**config.mk**
```make
export PLATFORM = sky130hd
export DESIGN_NAME = viterbi_channel_injector
export DESIGN_NICKNAME = d
export VERILOG_FILES = /design/src/rtl/viterbi_channel_injector.sv
export SDC_FILE = /design/constraint.sdc
export NUM_CORES = 1
export LEC_CHECK = 0
export CORE_MARGIN = 5
export CORE_UTILIZATION = 55
export DETAILED_ROUTE_END_ITERATION = 12
export PLACE_DENSITY_LB_ADDON = 0.2
export SYNTH_ARGS = -nofsm -noshare
export SYNTH_HDL_FRONTEND = slang
export SYNTH_SLANG_ARGS = --single-unit
```
**constraint.sdc**
```tcl
create_clock -name clk -period 14.4 [get_ports clk]
set_clock_uncertainty 0.15 [all_clocks]
set_input_delay 2.16 -clock clk [delete_from_list [all_inputs] [get_ports clk]]
set_output_delay 2.16 -clock clk [all_outputs]
set_load 0.03 [all_outputs]
```
**src/rtl/viterbi_channel_injector.sv**
```systemverilog
// viterbi_channel_injector: channel model between convolutional encoder and Viterbi decoder.
// Delays coded symbols by one cycle and XORs cfg_mask into selected symbols
// (bypass, periodic burst, Galois-LFSR random, or single-shot), keeping statistics.
// Ports:
//   clk, rst (async, active-low)
//   start/stop          run control pulses; start latches cfg_*, clears stats
//   cfg_mode            0 bypass, 1 burst, 2 random, 3 single-shot
//   cfg_mask            bits inverted in a corrupted symbol
//   cfg_period          burst period / single-shot symbol index
//   cfg_burst_len       burst: corrupted symbols at the end of each period
//   cfg_thresh          random: corrupt when lfsr < cfg_thresh
//   cfg_window          symbols per run, 0 = unlimited
//   valid_i, sym_i      encoder symbol stream
//   valid_o, sym_o      delayed (and possibly corrupted) stream, err_o flags corruption
//   busy_o              high while running
//   sym_cnt_o, err_sym_cnt_o, err_bit_cnt_o   saturating statistics
module viterbi_channel_injector #(
    parameter int                 SYM_W     = 2,
    parameter int                 LFSR_W    = 16,
    parameter logic [LFSR_W-1:0]  LFSR_SEED = 16'hACE1,
    parameter int                 CNT_W     = 32
) (
    input  logic              clk,
    input  logic              rst,
    input  logic              start,
    input  logic              stop,
    input  logic [1:0]        cfg_mode,
    input  logic [SYM_W-1:0]  cfg_mask,
    input  logic [15:0]       cfg_period,
    input  logic [15:0]       cfg_burst_len,
    input  logic [LFSR_W-1:0] cfg_thresh,
    input  logic [CNT_W-1:0]  cfg_window,
    input  logic              valid_i,
    input  logic [SYM_W-1:0]  sym_i,
    output logic              valid_o,
    output logic [SYM_W-1:0]  sym_o,
    output logic              err_o,
    output logic              busy_o,
    output logic [CNT_W-1:0]  sym_cnt_o,
    output logic [CNT_W-1:0]  err_sym_cnt_o,
    output logic [CNT_W-1:0]  err_bit_cnt_o
);
    typedef enum logic [1:0] {S_IDLE, S_RUN, S_DONE} state_t;

    // Galois taps for x^16+x^14+x^13+x^11+1 (right-shifting form)
    localparam logic [LFSR_W-1:0] TAPS = LFSR_W'(16'hB400);

    state_t              r_state, w_next;
    logic [1:0]          r_mode;
    logic [SYM_W-1:0]    r_mask;
    logic [15:0]         r_period, r_blen, r_phase;
    logic [LFSR_W-1:0]   r_thresh, r_lfsr;
    logic [CNT_W-1:0]    r_window, r_sym_cnt, r_err_sym, r_err_bit;
    logic                r_valid, r_err;
    logic [SYM_W-1:0]    r_sym;

    logic                w_act, w_hit, w_inj, w_shot, w_win_hit;
    logic [15:0]         w_p, w_b, w_phase_nxt;
    logic [LFSR_W-1:0]   w_lfsr_nxt;
    logic [CNT_W-1:0]    w_sym_nxt, w_err_sym_nxt, w_err_bit_nxt;
    logic [CNT_W:0]      w_bit_sum;

    // Mode 0 is a pure wire: no pattern advance and no statistics
    assign w_act         = (r_state == S_RUN) && valid_i && (r_mode != 2'd0);
    assign w_p           = (r_period == 16'd0) ? 16'd1 : r_period;
    assign w_b           = (r_blen > w_p) ? w_p : r_blen;
    assign w_inj         = w_act && w_hit;
    assign w_shot        = w_inj && (r_mode == 2'd3);
    assign w_phase_nxt   = (r_mode == 2'd1 && r_phase == w_p - 16'd1) ? 16'd0 : r_phase + 16'd1;
    assign w_lfsr_nxt    = (r_lfsr >> 1) ^ (r_lfsr[0] ? TAPS : '0);
    assign w_sym_nxt     = &r_sym_cnt ? r_sym_cnt : r_sym_cnt + 1'b1;
    assign w_err_sym_nxt = &r_err_sym ? r_err_sym : r_err_sym + 1'b1;
    assign w_bit_sum     = {1'b0, r_err_bit} + (CNT_W+1)'($countones(r_mask));
    assign w_err_bit_nxt = w_bit_sum[CNT_W] ? '1 : w_bit_sum[CNT_W-1:0];
    assign w_win_hit     = w_act && (r_window != '0) && (w_sym_nxt == r_window);

    always_comb begin
        w_hit = 1'b0;
        case (r_mode)
            2'd1:    w_hit = r_phase >= w_p - w_b;
            2'd2:    w_hit = r_lfsr < r_thresh;
            2'd3:    w_hit = r_phase == r_period;
            default: w_hit = 1'b0;
        endcase
    end

    // start has priority over stop and every run-ending condition
    always_comb begin
        w_next = r_state;
        if (start)
            w_next = S_RUN;
        else if (r_state == S_RUN && (stop || w_win_hit || w_shot))
            w_next = S_DONE;
    end

    always_ff @(posedge clk or negedge rst)
        if (!rst) r_state <= S_IDLE;
        else      r_state <= w_next;

    always_ff @(posedge clk or negedge rst) begin
        if (!rst) begin
            r_valid   <= 1'b0;
            r_sym     <= '0;
            r_err     <= 1'b0;
            r_mode    <= '0;
            r_mask    <= '0;
            r_period  <= '0;
            r_blen    <= '0;
            r_thresh  <= '0;
            r_window  <= '0;
            r_phase   <= '0;
            r_lfsr    <= LFSR_SEED;
            r_sym_cnt <= '0;
            r_err_sym <= '0;
            r_err_bit <= '0;
        end else begin
            r_valid <= valid_i;
            r_sym   <= sym_i ^ (w_inj ? r_mask : '0);
            r_err   <= w_inj;
            if (start) begin
                r_mode    <= cfg_mode;
                r_mask    <= cfg_mask;
                r_period  <= cfg_period;
                r_blen    <= cfg_burst_len;
                r_thresh  <= cfg_thresh;
                r_window  <= cfg_window;
                r_phase   <= '0;
                r_lfsr    <= LFSR_SEED;
                r_sym_cnt <= '0;
                r_err_sym <= '0;
                r_err_bit <= '0;
            end else if (w_act) begin
                r_phase   <= w_phase_nxt;
                r_lfsr    <= w_lfsr_nxt;
                r_sym_cnt <= w_sym_nxt;
                if (w_inj) begin
                    r_err_sym <= w_err_sym_nxt;
                    r_err_bit <= w_err_bit_nxt;
                end
            end
        end
    end

    assign valid_o       = r_valid;
    assign sym_o         = r_sym;
    assign err_o         = r_err;
    assign busy_o        = (r_state == S_RUN);
    assign sym_cnt_o     = r_sym_cnt;
    assign err_sym_cnt_o = r_err_sym;
    assign err_bit_cnt_o = r_err_bit;
endmodule

```
==> metrics.md, run 1 <==
| Metric | Value |
|---|---|
| Synth top area cells | dfrtp_1 37%, ha_1 6.0%, xnor2_1 4.8% |
| Clock Latency Late Sink | approximately 0.53 ns |
| First DRT Iteration DRCs | 1065 |
| Routed WL per cell | 19.8 um |
| Slew headroom | 0.311 |
| Final WL | 40300 um |
| Core Region | 25200 um2 |
| Initial Utilization | 0.559 |
| DRC errors left | 0 |
| Grt ovf | 0 |
| Cell area power density | between 90 and 100 nW/um2 |
| Post-synth EDFFs | 0 |
| Port-buffer cells | 191 |
| Final #Nets | around 1900 |
| Setup crit end kind | flip-flop |
| Register area share after synthesis | 0.388 |
| Tcrit/Tclk final | 0.575 |
| Post-CTS Setup Bufs | 0 |
| Most common flop cell mapped by yosys | dfrtp_1 |
| Layout area overhead | 20.1% |
| Global-route wire length before repair | between 60000 and 70000 um |
| Worst min path class | flip-flop to flip-flop |
| CTS Buf Count | 25 |
| Cells after Synth | 1567 |
| Cts hold-fix bufs | 0 |
| FF+latch count, synth | approximately 220 |
| CTS Root Cell | clkbuf_16 |
| Clock Tree Buf Depth | 3 |
| CTS tree | built |
| Ports | around 190 |
| CP max FO | 35 |
| Cell accounting for the most synthesized area | dfrtp_1 |
| Routed Antenna Nets | 0 |
| Max Freq | about 120 MHz |
| Vias | ~13000 |
| Post-CTS Resized | 0 |
| Sink Count | between 200 and 250 |
| Synth warnings | 0 |
| Worst-case vdd ir drop | approximately 0.00011 V |
| Status | complete, no violations |
| Slew @ Worst Pin | between 1 and 1.5 ns |
| Synth unique cells | 75 |
| Vias/cell | 6.21 |
| Die area | ~29000 um2 |
| Syn Area/Cell | about 9.0 um2 |
| Die Y | between 150 and 200 um |
| Arrival time at the worst endpoint | 8.55 ns |
| Fin Hold WS | about 0.35 ns |
| Clock-pin slew on the worst setup and hold paths | around 0.060 ns |
| Final critical-path required period | between 8 and 9 ns |
| Initial antenna violation count | 1 |
| Startpoint types | flip-flop |
| Row count | 58 |
| Final Hold Viols | 0 |
| CP max-delay cell | clkinv_1 |
| FFs w/ async S/R, synth | 1.00 |
| Max-cap violation count | 0 |
| GRT Util Overall | 0.272 |
| Die Span X | 170 um |
| Crit-path max cell delay | approximately 0.92 ns |
| Synth top area share | 0.373 |
| RePlAce Congestion | 0.958 |
| Share of post-route cells with drive strength above 1 | 0.0819 |
| Drt pass-1 iters | 5 |
| CTS H-tree lvls | 1 |
| Post-DP HPWL | about 29000 um |
| Synth Cell Area | ~14000 um2 |
| Setup TNS | 0 ns |
| Worst EP required | approximately 15 ns |
| Final setup violation count | 0 |
| Leakage power | 0.00698 uW |
| Number of global-route vias before repair | 12645 |
| Top cell by count, worst path | o21ai_0 |
| Largest net degree at the start of global routing | roughly 100 |
| Setup CP Type | flip-flop to flip-flop |
| Pins Over Slew Limit | 0 |
| RSZ-0062 raised after global routing | false |
| Syn nets | ~1700 |
-- worst max-delay path: cells and delay by family (launching register included) --
family / cells / cell delay (ns)
compound gates: 17 / 3.59
fa+ha+maj: 4 / 0.87
buf+inv: 2 / 1.16
flops: 1 / 0.54
simple gates: 7 / 1.84
-- path summary, 6_finish.rpt --
check	start	to	slack, ns	cells past startpoint
max	r_period[9]	err_bit_cnt_o[26]	6.12	30
min	r_lfsr[7]	r_lfsr[6]	0.35	2
max reg2reg	r_period[9]	err_bit_cnt_o[26]	6.12	30
min reg2reg	r_lfsr[7]	r_lfsr[6]	0.35	2
max in group asynchronous	rst	err_sym_cnt_o[27]	10.61	3
min in group asynchronous	rst	r_window[6]	1.49	1
-- routing by layer --
metal,vias up,routed length (um),GRT usage
met1,6154,17400,0.377
met4,0,1090,0.0837
met5,-,0,0
li1,5942,-,-
met2,485,19000,0.443
met3,82,2880,0.0441
-- power breakdown --
group / leakage (uW) / internal (uW) / switching (uW) / total, uW
registers: 0.00283 / 643 / 36.9 / 680
logic: 0.00375 / 145 / 175 / 320
clock network: 0.000404 / 392 / 257 / 648
total: 0.00698 / 1180 / 469 / 1650
-- registers in the layout, summed over array words and instances (netlist names), 2 cells and up --
| name | cells |
|---|---|
| err_bit_cnt_o | 32 |
| err_sym_cnt_o | 32 |
| r_window | 32 |
| sym_cnt_o | 32 |
| r_blen | 16 |
| r_lfsr | 16 |
| r_period | 16 |
| r_phase | 16 |
| r_thresh | 16 |
| r_mask | 2 |
| r_mode | 2 |
| r_state | 2 |
| sym_o | 2 |
-- cell type report --
type	count	area, um2
multi-input cells	1178	7960
diodes	1	2.50
repair buffers	202	2000
clock buffers	33	696
flip-flops and latches	218	5470
clock inverters	10	134
well taps	330	413
inverters	68	255
fillers	2026	8260
-- cells by family (layout without fill, tap and decap cells) --
| logic type | Yosys count | after routing | synth area share |
|---|---|---|---|
| other | 0 | 1 | 0 |
| DFF | 218 | 218 | 0.388 |
| xor gates and xnor gates | 128 | 128 | 0.0796 |
| adders and majority gates | 69 | 69 | 0.0623 |
| buffers and inverters | 171 | 313 | 0.0474 |
| muxes | 72 | 72 | 0.0561 |
| AOI/OAI and AO/OA | 330 | 330 | 0.156 |
| and+or+nand+nor | 579 | 579 | 0.211 |
-- cell usage after synthesis (all sizes together), types with 4 or more instances --
cell	count
xnor2	77
nand2b	8
a22oi	4
buf	17
a2111oi	10
o22ai	4
dfstp	8
o21a	6
mux2	56
inv	67
and3	23
nor4	26
ha	67
o21ai	78
or4	25
o31ai	6
o211ai	29
nor2	114
nand3	58
xor2	51
nand2	156
nand4	58
nor2b	9
o2111ai	14
nor3	44
and2	14
and4	12
a31oi	15
a21o	19
a21oi	72
or3	14
or2	6
mux2i	16
clkbuf	86
a311oi	18
a211oi	21
dfrtp	210
o311ai	5
-- cell usage in the layout, fill, tap and decap left out, types with 8 or more instances in the layout --
cell             count
a2111oi_0            9
a211oi_1            21
a21o_1              19
a21oi_1             71
a311oi_1            18
a31oi_1             15
and2_1              12
and3_1              23
and4_1              12
buf_4               11
clkbuf_16           25
clkdlybuf4s50_1    189
dfrtp_1            210
dfstp_2              8
ha_1                67
inv_1               67
mux2_2              56
mux2i_1             16
nand2_1            156
nand2b_1             8
nand3_1             57
nand4_1             57
nor2_1             113
nor2b_1              9
nor3_1              42
nor4_1              23
o2111ai_1           14
o211ai_1            29
o21ai_0             74
or3_1               14
or4_1               25
xnor2_1             77
xor2_1              51
-- through the flow --
stage / utilization / power (uW) / setup slack [ns] / std cells / area, um2
after floorplan: - / 899 / 7.56 / 1567 / 14100
after global placement: 0.639 / 998 / 6.61 / 1996 / 16100
after detailed placement: 0.639 / 1010 / 6.35 / 1996 / 16100
after CTS: 0.672 / 1660 / 6.31 / 2039 / 16900
after global routing: 0.672 / 1730 / 5.54 / 2040 / 16900
final: 0.672 / 1650 / 6.12 / 2040 / 16900
Power figures use the tool's default switching activity.
==> inputs of run 2 (changes only) <==
- CORE_UTILIZATION: 55 -> 51
- clock period: 14.4 -> 7.5 ns (I/O delays scaled with it)
==> metrics.md, run 2 (synthesis results as in run 1) <==
| Metric | Value |
|---|---|
| Post-DP HPWL | 29500 um (+2.1%) |
| CP max-delay cell | dfrtp_1 |
| Slew headroom | 0.207 (-0.104) |
| Commonest cells after routing, fill and taps aside | 210 x dfrtp_1, 189 x clkdlybuf4s50_1, 156 x nand2_1 |
| CTS Buf Count | 25 (unchanged) |
| Arrival time at the worst endpoint | 7.16 ns (-1.39 ns) |
| Worst min path class | flip-flop to flip-flop |
| Cell area power density | 189 nW/um2 (+94%) |
| RSZ-0062 raised after global routing | false |
| Hold Startpoint | r_lfsr[15] |
| Fin Hold WS | 0.353 ns (+0.00613 ns) |
| Most common cell after layout, fill and taps aside | dfrtp_1 |
| First DRT Iteration DRCs | 1054 (-1.0%) |
| Number of global-route vias before repair | 12613 (-0.25%) |
| Routed Antenna Nets | 0 (unchanged) |
| Routed WL per cell | 19.6 um (-0.64%) |
| R2R setup slack | 0.61 ns (-5.51 ns) |
| Setup CP Type | flip-flop to flip-flop |
| Hold path depth | 2 (unchanged) |
| DRC errors left | 0 (unchanged) |
| Placed inst area | 16300 um2 (+1.1%) |
| Row count | 60 (+3.4%) |
| Area of the multi-input gates | 8000 um2 (+0.50%) |
| Pins Over Slew Limit | 0 (unchanged) |
| Layout area overhead | 22.4% |
| Die Y | 176 um (+3.6%) |
| CP max FO | 35 (unchanged) |
| Slew @ Worst Pin | 1.19 ns (+0.158 ns) |
| Sink Count | 218 (unchanged) |
| Vias | 12767 (+0.82%) |
| Cts hold-fix bufs | 0 (unchanged) |
| Final critical-path required period | 6.89 ns (-1.39 ns) |
| Final Hold Viols | 0 (unchanged) |
| Clock Latency Late Sink | 0.54 ns (about the same) |
| Largest net degree at the start of global routing | 121 (+16%) |
| Final #Nets | 1874 (+1.1%) |
| Initial antenna violation count | 2 (+1) |
| Grt ovf | 0 (unchanged) |
| Register area | 5470 um2 (unchanged) |
| Top cell by count, worst path | o21ai_0 |
| Crit-path max cell delay | 0.49 ns (-0.43 ns) |
| Status | complete, no violations |
| Setup crit end kind | flip-flop |
| CTS Root Cell | clkbuf_16 |
| Core Region | 27100 um2 (+7.6%) |
| Vias/cell | 6.06 (-2.3%) |
| Drt pass-1 iters | 5 (unchanged) |
| Fill cells | 2294 (+13%) |
| Final setup violation count | 0 (unchanged) |
| Hold Crit Endpoint | r_lfsr[15] |
| RePlAce Congestion | 0.940 (-1.9%) |
| Worst EP required | 7.77 ns (-6.90 ns) |
| Final worst slack | 0.615 ns (-5.51 ns) |
| Final WL | 41400 um (+2.6%) |
| Worst reg-to-reg path cell count | 32 (+6.7%) |
| Global-route wire length before repair | 66900 um (+2.1%) |
| Max-cap violation count | 0 (unchanged) |
| Clock Tree Buf Depth | 3 (unchanged) |
| Startpoint types | flip-flop |
| Dpl ws | -0.0855 ns (-6.43 ns) |
| Tcrit/Tclk final | 0.918 (+0.343) |
| Leakage power | 0.00712 uW (+2.1%) |
| Share of post-route cells with drive strength above 1 | 0.0975 (+0.0156) |
| CTS tree | built |
| Post-route design area | 17200 um2 (+1.9%) |
| RR Endpoint | r_state[0] |
| Die Span X | 176 um (+3.6%) |
| CTS H-tree lvls | 1 (unchanged) |
| Final core occ | 0.636 (-0.0359) |
| Die area | 31000 um2 (+7.4%) |
| R2r startpoint | r_period[7] |
| Worst-case vdd ir drop | 0.000157 V (+40%) |
| Clock-pin slew on the worst setup and hold paths | 0.06 ns (about the same) |
| Port-buffer cells | 191 (unchanged) |
| Initial Utilization | 0.520 (-0.0396) |
| GRT Util Overall | 0.260 (-0.0128) |
| Max Freq | 145 MHz (+20%) |
| Ports | 192 (unchanged) |
-- run 2: cell count changes in the layout (fill, tap and decap cells not counted), moves of 2 or more --
cell | previous run | this run
buf_4 | 11 | 32
clkinv_4 | 0 | 3
o21ai_0 | 74 | 72
o21ai_1 | 3 | 5
o31ai_1 | 6 | 4
o31ai_2 | 0 | 2
-- run 2: worst max-delay path, delay by kind of cell, from the launching register on --
family,cells,cell delay [ns]
AOI/OAI and AO/OA,16,2.97
and+or+nand+nor,10,1.66
adders and majority gates,4,1.10
DFF,1,0.49
buffers and inverters,2,0.39
-- run 2: final cells by class --
type | count | area share
Antenna cell | 1 | 0.000145
Clock buffer | 32 | 0.0401
Clock inverter | 14 | 0.0119
Inverter | 68 | 0.0148
Multi-Input combinational cell | 1178 | 0.464
Sequential cell | 218 | 0.317
Tap cell | 372 | 0.0270
Timing Repair Buffer | 223 | 0.125
-- run 2: how the worst max path moves through the flow --
stage	start	to	cells past startpoint
finish	r_period[7]	r_state[0]	32
global placement	r_period[7]	err_bit_cnt_o[22]	31
CTS	r_period[7]	r_state[1]	31
floorplan	r_period[8]	err_bit_cnt_o[6]	35
detailed placement	r_period[7]	r_state[1]	31
global route	r_period[7]	r_state[0]	31
-- run 2: report_power, final --
| part | switching (uW) | total, uW | internal (uW) |
|---|---|---|---|
| combinational | 348 | 642 | 294 |
| sequential | 65.6 | 1300 | 1230 |
| clock | 523 | 1320 | 798 |
| total | 937 | 3260 | 2330 |
-- run 2: what timing repair did --
item | 4_1_cts | 5_1_grt
pin swaps | 0 | 0
setup endpoints to repair | 5 | 68
gates cloned | 0 | 0
buffers inserted | 0 | 5
resized for setup | 1 | 8
-- run 2: layer usage --
metal  vias to the layer above  global-route usage  share of wire
met2                       423               0.410           0.46
li1                       5989                   -              -
met1                      6289               0.376           0.45
met3                        64              0.0443          0.063
met4                         2              0.0591          0.020
met5                         -                   0        0.00027
-- run 2: metrics by stage --
step / TNS [ns] / power [uW] / cells
final: 0 / 3260 / 2106
after global placement: 0 / 1920 / 2054
after floorplan: 0 / 1730 / 1567
after CTS: 0 / 3260 / 2100
after global routing: 0 / 3410 / 2106
after detailed placement: -0.274 / 1940 / 2054
